==> config.mk <==
export PLATFORM = sky130hd
export DESIGN_NAME = vcd_change_decoder
export DESIGN_NICKNAME = d
export VERILOG_FILES = /design/src/rtl/vcd_change_decoder.sv
export SDC_FILE = /design/constraint.sdc
export NUM_CORES = 1
export LEC_CHECK = 0
export BUFFER_PORTS_ARGS = -buffer_cell sky130_fd_sc_hd__buf_2
export CORE_ASPECT_RATIO = 0.5
export CORE_MARGIN = 3
export CORE_UTILIZATION = 58
export CTS_CLUSTER_SIZE = 20
export DETAILED_ROUTE_END_ITERATION = 6
export GPL_ROUTABILITY_DRIVEN = 0
export PLACE_DENSITY = 0.85
export RECOVER_POWER = 50
export SYNTH_ARGS = -nofsm -noshare
export SYNTH_HDL_FRONTEND = slang
export SYNTH_SLANG_ARGS = --single-unit
==> constraint.sdc <==
create_clock -name clock -period 3.05 [get_ports clock]
set_clock_uncertainty 0.15 [all_clocks]
set_input_delay 0.61 -clock clock [delete_from_list [all_inputs] [get_ports clock]]
set_output_delay 0.61 -clock clock [all_outputs]
set_load 0.01 [all_outputs]
==> src/rtl/vcd_change_decoder.sv <==
// Value-change dump consumer: keeps a shadow of every dumped signal, forwards
// timestamped change events through a 1-deep output register and flags protocol errors.
module vcd_change_decoder #(
    parameter int NUM_SIGS = 16,
    parameter int ID_W     = 4,
    parameter int VAL_W    = 8,
    parameter int TIME_W   = 32
) (
    input  logic              clock,
    input  logic              reset_n,
    input  logic              rec_valid,
    output logic              rec_ready,
    input  logic [2:0]        rec_type,
    input  logic [ID_W-1:0]   rec_id,
    input  logic [TIME_W-1:0] rec_data,
    output logic              evt_valid,
    input  logic              evt_ready,
    output logic [ID_W-1:0]   evt_id,
    output logic [VAL_W-1:0]  evt_value,
    output logic [TIME_W-1:0] evt_time,
    input  logic [ID_W-1:0]   rd_id,
    output logic [VAL_W-1:0]  rd_value,
    output logic              rd_known,
    output logic [TIME_W-1:0] cur_time,
    output logic [1:0]        state,
    output logic [15:0]       ckpt_count,
    output logic              err,
    output logic [2:0]        err_code
);

    typedef enum logic [1:0] {
        ST_INIT   = 2'd0,
        ST_ACTIVE = 2'd1,
        ST_PAUSED = 2'd2,
        ST_CKPT   = 2'd3
    } state_e;

    typedef enum logic [2:0] {
        REC_NOP        = 3'd0,
        REC_TIME       = 3'd1,
        REC_CHANGE     = 3'd2,
        REC_CKPT_BEGIN = 3'd3,
        REC_CKPT_END   = 3'd4,
        REC_DUMPOFF    = 3'd5,
        REC_DUMPON     = 3'd6,
        REC_RSVD       = 3'd7
    } rec_type_e;

    typedef enum logic [2:0] {
        ERR_NONE       = 3'd0,
        ERR_TIME_BACK  = 3'd1,
        ERR_BAD_ID     = 3'd2,
        ERR_NOT_LIVE   = 3'd3,
        ERR_BAD_SEQ    = 3'd4,
        ERR_CKPT_SHORT = 3'd5,
        ERR_RSVD       = 3'd6
    } err_e;

    localparam logic [ID_W:0] ID_LIMIT = (ID_W + 1)'(NUM_SIGS);

    state_e              state_q;
    state_e              state_d;
    logic [VAL_W-1:0]    shadow_val [NUM_SIGS];
    logic [NUM_SIGS-1:0] known_q;
    logic [NUM_SIGS-1:0] seen_q;

    logic                rec_fire;
    logic                id_ok;
    logic                do_write;
    logic                time_load;
    logic                clear_known;
    logic                clear_seen;
    logic                ckpt_inc;
    err_e                err_cause;
    logic [VAL_W-1:0]    rd_sel_value;
    logic                rd_sel_known;

    // A CHANGE may be accepted whenever the event slot is empty or draining this cycle.
    assign rec_ready = !evt_valid || evt_ready;
    assign rec_fire  = rec_valid && rec_ready;
    assign id_ok     = {1'b0, rec_id} < ID_LIMIT;
    assign state     = state_q;

    // NOTE: every output of this block gets a default first, so no path leaves one unassigned and infers a latch.
    always_comb begin
        state_d     = state_q;
        do_write    = 1'b0;
        time_load   = 1'b0;
        clear_known = 1'b0;
        clear_seen  = 1'b0;
        ckpt_inc    = 1'b0;
        err_cause   = ERR_NONE;
        if (rec_fire) begin
            case (rec_type)
                REC_TIME: begin
                    if (rec_data >= cur_time) time_load = 1'b1;
                    else                      err_cause = ERR_TIME_BACK;
                end
                REC_CHANGE: begin
                    if (!id_ok)                                              err_cause = ERR_BAD_ID;
                    else if (state_q == ST_INIT || state_q == ST_PAUSED)     err_cause = ERR_NOT_LIVE;
                    else                                                     do_write  = 1'b1;
                end
                REC_CKPT_BEGIN: begin
                    if (state_q == ST_INIT || state_q == ST_ACTIVE) begin
                        state_d    = ST_CKPT;
                        clear_seen = 1'b1;
                    end else begin
                        err_cause = ERR_BAD_SEQ;
                    end
                end
                REC_CKPT_END: begin
                    if (state_q == ST_CKPT) begin
                        state_d = ST_ACTIVE;
                        if (&seen_q) ckpt_inc  = 1'b1;
                        else         err_cause = ERR_CKPT_SHORT;
                    end else begin
                        err_cause = ERR_BAD_SEQ;
                    end
                end
                REC_DUMPOFF: begin
                    if (state_q == ST_ACTIVE) begin
                        state_d     = ST_PAUSED;
                        clear_known = 1'b1;
                    end else if (state_q != ST_PAUSED) begin
                        err_cause = ERR_BAD_SEQ;
                    end
                end
                REC_DUMPON: begin
                    // Leaving pause demands a fresh checkpoint before changes are trusted.
                    if (state_q == ST_PAUSED) state_d = ST_INIT;
                end
                REC_RSVD: err_cause = ERR_RSVD;
                default: ;
            endcase
        end
    end

    always_ff @(posedge clock or negedge reset_n) begin
        if (!reset_n) begin
            state_q    <= ST_INIT;
            cur_time   <= '0;
            ckpt_count <= '0;
            err        <= 1'b0;
            err_code   <= '0;
        end else begin
            state_q <= state_d;
            if (time_load) cur_time <= rec_data;
            if (ckpt_inc && ckpt_count != 16'hFFFF) ckpt_count <= ckpt_count + 16'd1;
            if (err_cause != ERR_NONE && !err) begin
                err      <= 1'b1;
                err_code <= err_cause;
            end
        end
    end

    // NOTE: the shadow array sits in the reset branch because reset must return every stored value to 0.
    always_ff @(posedge clock or negedge reset_n) begin
        if (!reset_n) begin
            for (int i = 0; i < NUM_SIGS; i++) shadow_val[i] <= '0;
            known_q <= '0;
            seen_q  <= '0;
        end else begin
            if (clear_known) known_q <= '0;
            if (clear_seen)  seen_q  <= '0;
            for (int i = 0; i < NUM_SIGS; i++) begin
                if (do_write && rec_id == ID_W'(i)) begin
                    shadow_val[i] <= rec_data[VAL_W-1:0];
                    known_q[i]    <= 1'b1;
                    if (state_q == ST_CKPT) seen_q[i] <= 1'b1;
                end
            end
        end
    end

    always_ff @(posedge clock or negedge reset_n) begin
        if (!reset_n) begin
            evt_valid <= 1'b0;
            evt_id    <= '0;
            evt_value <= '0;
            evt_time  <= '0;
        end else if (do_write) begin
            evt_valid <= 1'b1;
            evt_id    <= rec_id;
            evt_value <= rec_data[VAL_W-1:0];
            evt_time  <= cur_time;
        end else if (evt_ready) begin
            evt_valid <= 1'b0;
        end
    end

    always_comb begin
        rd_sel_value = '0;
        rd_sel_known = 1'b0;
        for (int i = 0; i < NUM_SIGS; i++) begin
            if (rd_id == ID_W'(i)) begin
                rd_sel_value = shadow_val[i];
                rd_sel_known = known_q[i];
            end
        end
    end

    // NOTE: non-blocking updates mean a same-edge write is not yet visible here, so the read returns the old value.
    always_ff @(posedge clock or negedge reset_n) begin
        if (!reset_n) begin
            rd_value <= '0;
            rd_known <= 1'b0;
        end else begin
            rd_value <= rd_sel_value;
            rd_known <= rd_sel_known;
        end
    end

endmodule

# [Word-level counts from Yosys, hierarchy flattened]
# Index checks and enable logic that the tools add are counted.
[op_classes] add_sub_neg=1 magnitude_cmp=1 n_eq_ne=46 mux=114 n_reduce_logical=48
[op_table] op="$mux 8" count=16
[op_table] op="$mux 1" count=83
[op_table] op="$eq 4x4->1 const B" count=16
[op_table] op="$reduce_bool 2->1" count=17
[op_table] op="$eq 4x3->1 const B" count=8
[op_table] op="$ge 32x32->1" count=1
[op_table] op="$mux 16" count=2
[op_table] op="$logic_and 1x1->1" count=19
[op_table] op="$mux 3" count=6
[op_table] op="$pmux 3 s6" count=1
[op_table] op="$add 16x1->16 const B" count=1
[op_table] op="$eq 4x2->1 const B" count=4
[op_table] op="$ne 16x16->1 const B" count=1
[op_table] op="$reduce_and 16->1" count=1
[op_table] op="$eq 3x3->1 const B" count=4
[op_table] op="$mux 2" count=5
[op_table] op="$ne 2x2->1 const B" count=5
[op_table] op="$eq 4x1->1 const B" count=2
[op_table] op="$logic_not 4->1" count=2
[op_table] op="$pmux 2 s4" count=1
[op_table] op="$eq 3x2->1 const B" count=2
[op_table] op="$reduce_and 6->1" count=1
[op_table] op="$eq 2x2->1 const B" count=2
[op_table] op="$reduce_bool 4->1" count=1
[op_table] op="other kinds (6)" count=9
[word_totals] register_bits=268 inputBits=47 output_inout_bits=109 elab_cells=254

# [Logic depth before layout (Yosys ltp)]
[depth] word_depth=17 depth_mapped=10

# [Least setup slack after synthesis]
# No wires, ideal clock.
[synth_path] path_type="input port to flip-flop" start="in rec_data[5]" end="reg cur_time[10]" arrival_time_ns=2.472 t_required_ns=2.775 path_slack_ns=0.304 cell_stages=8 cell_sequence="ha_1 > a2111oi_0 > o211ai_1 > nand4_1 > nand4_1 > nand4_1 > buf_2 > mux2_2"
[synth_via] elab_chain_len=4
[synth_rtl] item="start: declaration" line_no="15" source="input logic [TIME_W-1:0] rec_data,"
[synth_rtl] item="$ge 32x32->1" line_no="96" source="if (rec_data >= cur_time) time_load = 1'b1;"
[synth_rtl] item="$mux 1" line_no="96"
[synth_rtl] item="$mux 1" line_no="94" source="case (rec_type)"
[synth_rtl] item="$mux 1" line_no="93" source="if (rec_fire) begin"
[synth_rtl] item="end signal: assignment" line_no="148" source="if (time_load) cur_time <= rec_data;"
[synth_rtl] item="end: declaration" line_no="24" source="output logic [TIME_W-1:0] cur_time,"
# Every way passes these cells.
# A chain may end at the register's enable or synchronous reset.

# [Final worst setup path]
[layout_path] start="reg state_q[0] (netlist: state[0])" end="reg shadow_val[108] in the netlist's numbering"
[layout_via] elab_chain_len=6 elab_cells_between_ends=7 cone_classes="eq/ne (1); mux (3); reduce/logical (3)"
[layout_rtl] item="start: declaration" line_no="61" source="state_e state_q;"
[layout_rtl] item="start signal: assignment" line_no="147" source="state_q <= state_d;"
[layout_rtl] item="$eq 2x2->1 / $logic_not 2->1 (equally long branches)" line_no="101" source="else if (state_q == ST_INIT || state_q == ST_PAUSED) err_cause = ERR_NOT_LIVE;"
[layout_rtl] item="$logic_or 1x1->1 *" line_no="101"
[layout_rtl] item="$mux 1 *" line_no="101"
[layout_rtl] item="$mux 1 *" line_no="94"
[layout_rtl] item="$mux 1 *" line_no="93"
[layout_rtl] item="$logic_and 1x1->1 *" line_no="167" source="if (do_write && rec_id == ID_W'(i)) begin"
[layout_rtl] item="end signal: indexed assignment" line_no="168" source="shadow_val[i] <= rec_data[VAL_W-1:0];"
[layout_rtl] item="end: declaration" line_no="63" source="logic [VAL_W-1:0] shadow_val [NUM_SIGS];"
# Every way passes the cells marked *; elsewhere a longest branch is shown, timed or not.

==> flow_summary.yaml <==
global_routing:
  grt_pass1_vias: 9179
  grt_pass1_wl_mm: 50.25
  gr-total-overflow: 0
  grt_max_degree: 78
  grt_usage: 0.2759
  antenna_found_initial: 1
flow_run:
  cap_violations: 1
final_layout:
  nets: 1266
  drive_gt1_frac: 0.3280
  layout_commonest_cell: "dfrtp_1"
  final_cell_area_um2: 14310
  final_util: 0.6899
  final_cell_mix: "dfrtp_1 (268), mux2_2 (176), buf_2 (102), nand2_1 (72)"
  syn_to_final_growth_pct: 15.55
  antenna_cells: 0
setup_path:
  crit_path_start_kind: "flip-flop"
  critical_path.top_delay_family: "simple AND/OR/NAND/NOR gates"
  crit_chain: "inv_1, ha_1, nor3_4, nand4_4, or3b_1, or3_1, mux2_4"
  slowest_stage: "or3_1"
  worst_ep_required_time_ns: 3.29
  criticalPathCategory: "flip-flop to flip-flop"
  end_kind: "flip-flop"
  crit_fanout: 11
  critPathBufInv: 1
  worst-path-stages: 7
  crit_arrival_ns: 3.11
  r2r_cells: 7
  max_stage_delay_ns: 0.65
place:
  dpl-instance-area_um2: 13680
  place_ws_ns: -0.03010
  port_buffers: 155
  hpwl_mm: 22.15
routing:
  drt_iter0_markers: 711
  viasPerCell: 6.139
  first_pass_iters: 5
  finalWirelength_mm: 31.70
  route.vias.total: 9012
  drc: 0
  ant_nets: 0
  wl_per_cell_um: 21.59
sta:
  fin_crit_sh: 0.9398
  fin_crit_ns: 2.866
  rsz0062_at_grt: "false"
  setup_viol: 0
  tightest_slew_ns: 1.902
  hold_slack_ns: 0.2073
  final_max_slew_viol_count: 75
  hold_violations: 0
  max_slew_margin: -0.2678
  max_freq_ghz: 0.3489
  worst_slack_ns: 0.1836
clock_network:
  cts-resized-gates: 0
  clock_sinks: 268
  tritoncts: "built"
  clk_latency_ns: 0.51
  clkSlewWorstSetupHoldPaths_ns: 0.07
  cts_made_buffers: 23
  htree_levels: 1
  cts_max_path_buffers: 3
  cts-root-buf: "clkbuf_16"
synthesis:
  syn-num-nets: 1094
  synth_edf_count: 0
  yosys_warnings: 0
  syn_area_per_cell_um2: 12.26
  ys_seq_area_frac: 0.5416
  yosys_register_bits: 268
  synthCells: 1010
  netlist_area_um2: 12380
  synthArstFlopShare: 1.000
  ys_types: 61
  synthFlopType: "dfrtp_1"
floorplan:
  fp-row-count: 37
  io_pins: 156
  die_x_um: 212.6
  coreArea_um2: 20740
  start_util: 0.5971
  die_h_um: 109.3
  fp.dieArea_um2: 23250
outcome:
  violations: "max-capacitance violations, max-slew violations"
  status: "finished, violations left"
power_and_ir_drop:
  leakagePower_nw: 7.107
  ir_drop_uv: 500.9
  powerDensity_nw_per_um2: 703.8
min_path:
  worstHoldPathCells: 2
  hold_class: "input pin to flip-flop"
[cell usage after synthesis, drive strengths merged (3+ instances only)]
library cell | number | share of area
dfrtp | 268 | 0.54
mux2 | 182 | 0.17
xor2 | 3 | 0.0021
or3 | 6 | 0.0030
and2 | 5 | 0.0025
nor2b | 4 | 0.0026
nand4 | 18 | 0.010
nand3 | 11 | 0.0044
a22oi | 4 | 0.0024
a21o | 16 | 0.0097
nor4 | 3 | 0.0015
o21ai | 58 | 0.023
buf | 12 | 0.0059
mux2i | 16 | 0.013
xnor2 | 12 | 0.0085
inv | 41 | 0.012
a22o | 16 | 0.011
a21oi | 26 | 0.011
o22ai | 14 | 0.0071
o221ai | 7 | 0.0050
a211oi | 5 | 0.0030
mux4 | 11 | 0.020
o31ai | 3 | 0.0018
nor2 | 49 | 0.017
nor3 | 13 | 0.0080
a31oi | 7 | 0.0035
ha | 37 | 0.037
clkbuf | 44 | 0.013
nand2 | 72 | 0.022
nand2b | 10 | 0.0051
o211ai | 8 | 0.0049
[final timing paths]
kind	endpoint	start	slack, ns
setup / recovery	shadow_val[108]$_DFFE_PN0P_	state[0]$_DFFE_PN0P_	0.18
hold / removal	cur_time[19]$_DFFE_PN0P_	rec_data[19]	0.21
setup reg to reg	shadow_val[108]$_DFFE_PN0P_	state[0]$_DFFE_PN0P_	0.18
hold reg to reg	evt_time[9]$_DFFE_PN0P_	evt_time[9]$_DFFE_PN0P_	0.33
max in group asynchronous	shadow_val[89]$_DFFE_PN0P_	reset_n	0.44
min in group asynchronous	shadow_val[126]$_DFFE_PN0P_	reset_n	1.00
[sequential cells by signal (all words and copies together) (netlist names), 4 cells and up]
register,count
shadow_val,128
cur_time,32
evt_time,32
ckpt_count,16
known_q,16
seen_q,16
evt_value,8
rd_value,8
evt_id,4
[power breakdown]
group / internal (mW) / leakage (nW) / switching, mW
combinational: 1.11 / 3.15 / 1.46
sequential: 4.21 / 3.60 / 0.442
clock: 1.56 / 0.352 / 1.28
total: 6.89 / 7.11 / 3.18
[metrics by stage]
stage	TNS (ns)	power, mW	instances
final	0	10.07	1468
after CTS	0	10.14	1468
after floorplan	0	6.150	1010
after detailed placement	-0.1933	7.293	1429
after global placement	0	7.121	1429
after global routing	0	10.59	1468
[repair_timing]
action | 4_1_cts | 5_1_grt
buffers inserted | 0 | 0
endpoints found under the hold margin | 72 | 0
hold buffers | 1 | 0
[final cells by class]
cell class | instances | area, µm²
Sequential cell | 268 | 6706
Clock inverter | 6 | 55.05
Multi-Input combinational cell | 645 | 5285
Fill cell | 1432 | 6431
Clock buffer | 32 | 649.4
Inverter | 41 | 153.9
Tap cell | 273 | 341.6
Timing Repair Buffer | 203 | 1117
[cell families (layout without fill, tap and decap cells)]
kind of cell | after synthesis | in the layout | share of synthesized area
AO/OA/AOI/OAI | 185 | 185 | 0.09761
XOR/XNOR | 15 | 15 | 0.01061
adder cells (fa/ha/maj) | 37 | 37 | 0.03738
buffers and inverters | 97 | 282 | 0.03163
flip-flops | 268 | 268 | 0.5416
multiplexers | 209 | 209 | 0.2003
AND/OR/NAND/NOR | 199 | 199 | 0.08093
[per-layer routing]
metal	wire, µm	up-vias	global-route usage
met3	2192	57	0.05787
met2	15490	320	0.4619
li1	-	3978	-
met4	699	2	0.06970
met5	7	-	0
met1	13310	4655	0.3749
Power figures use the tool's default switching activity.
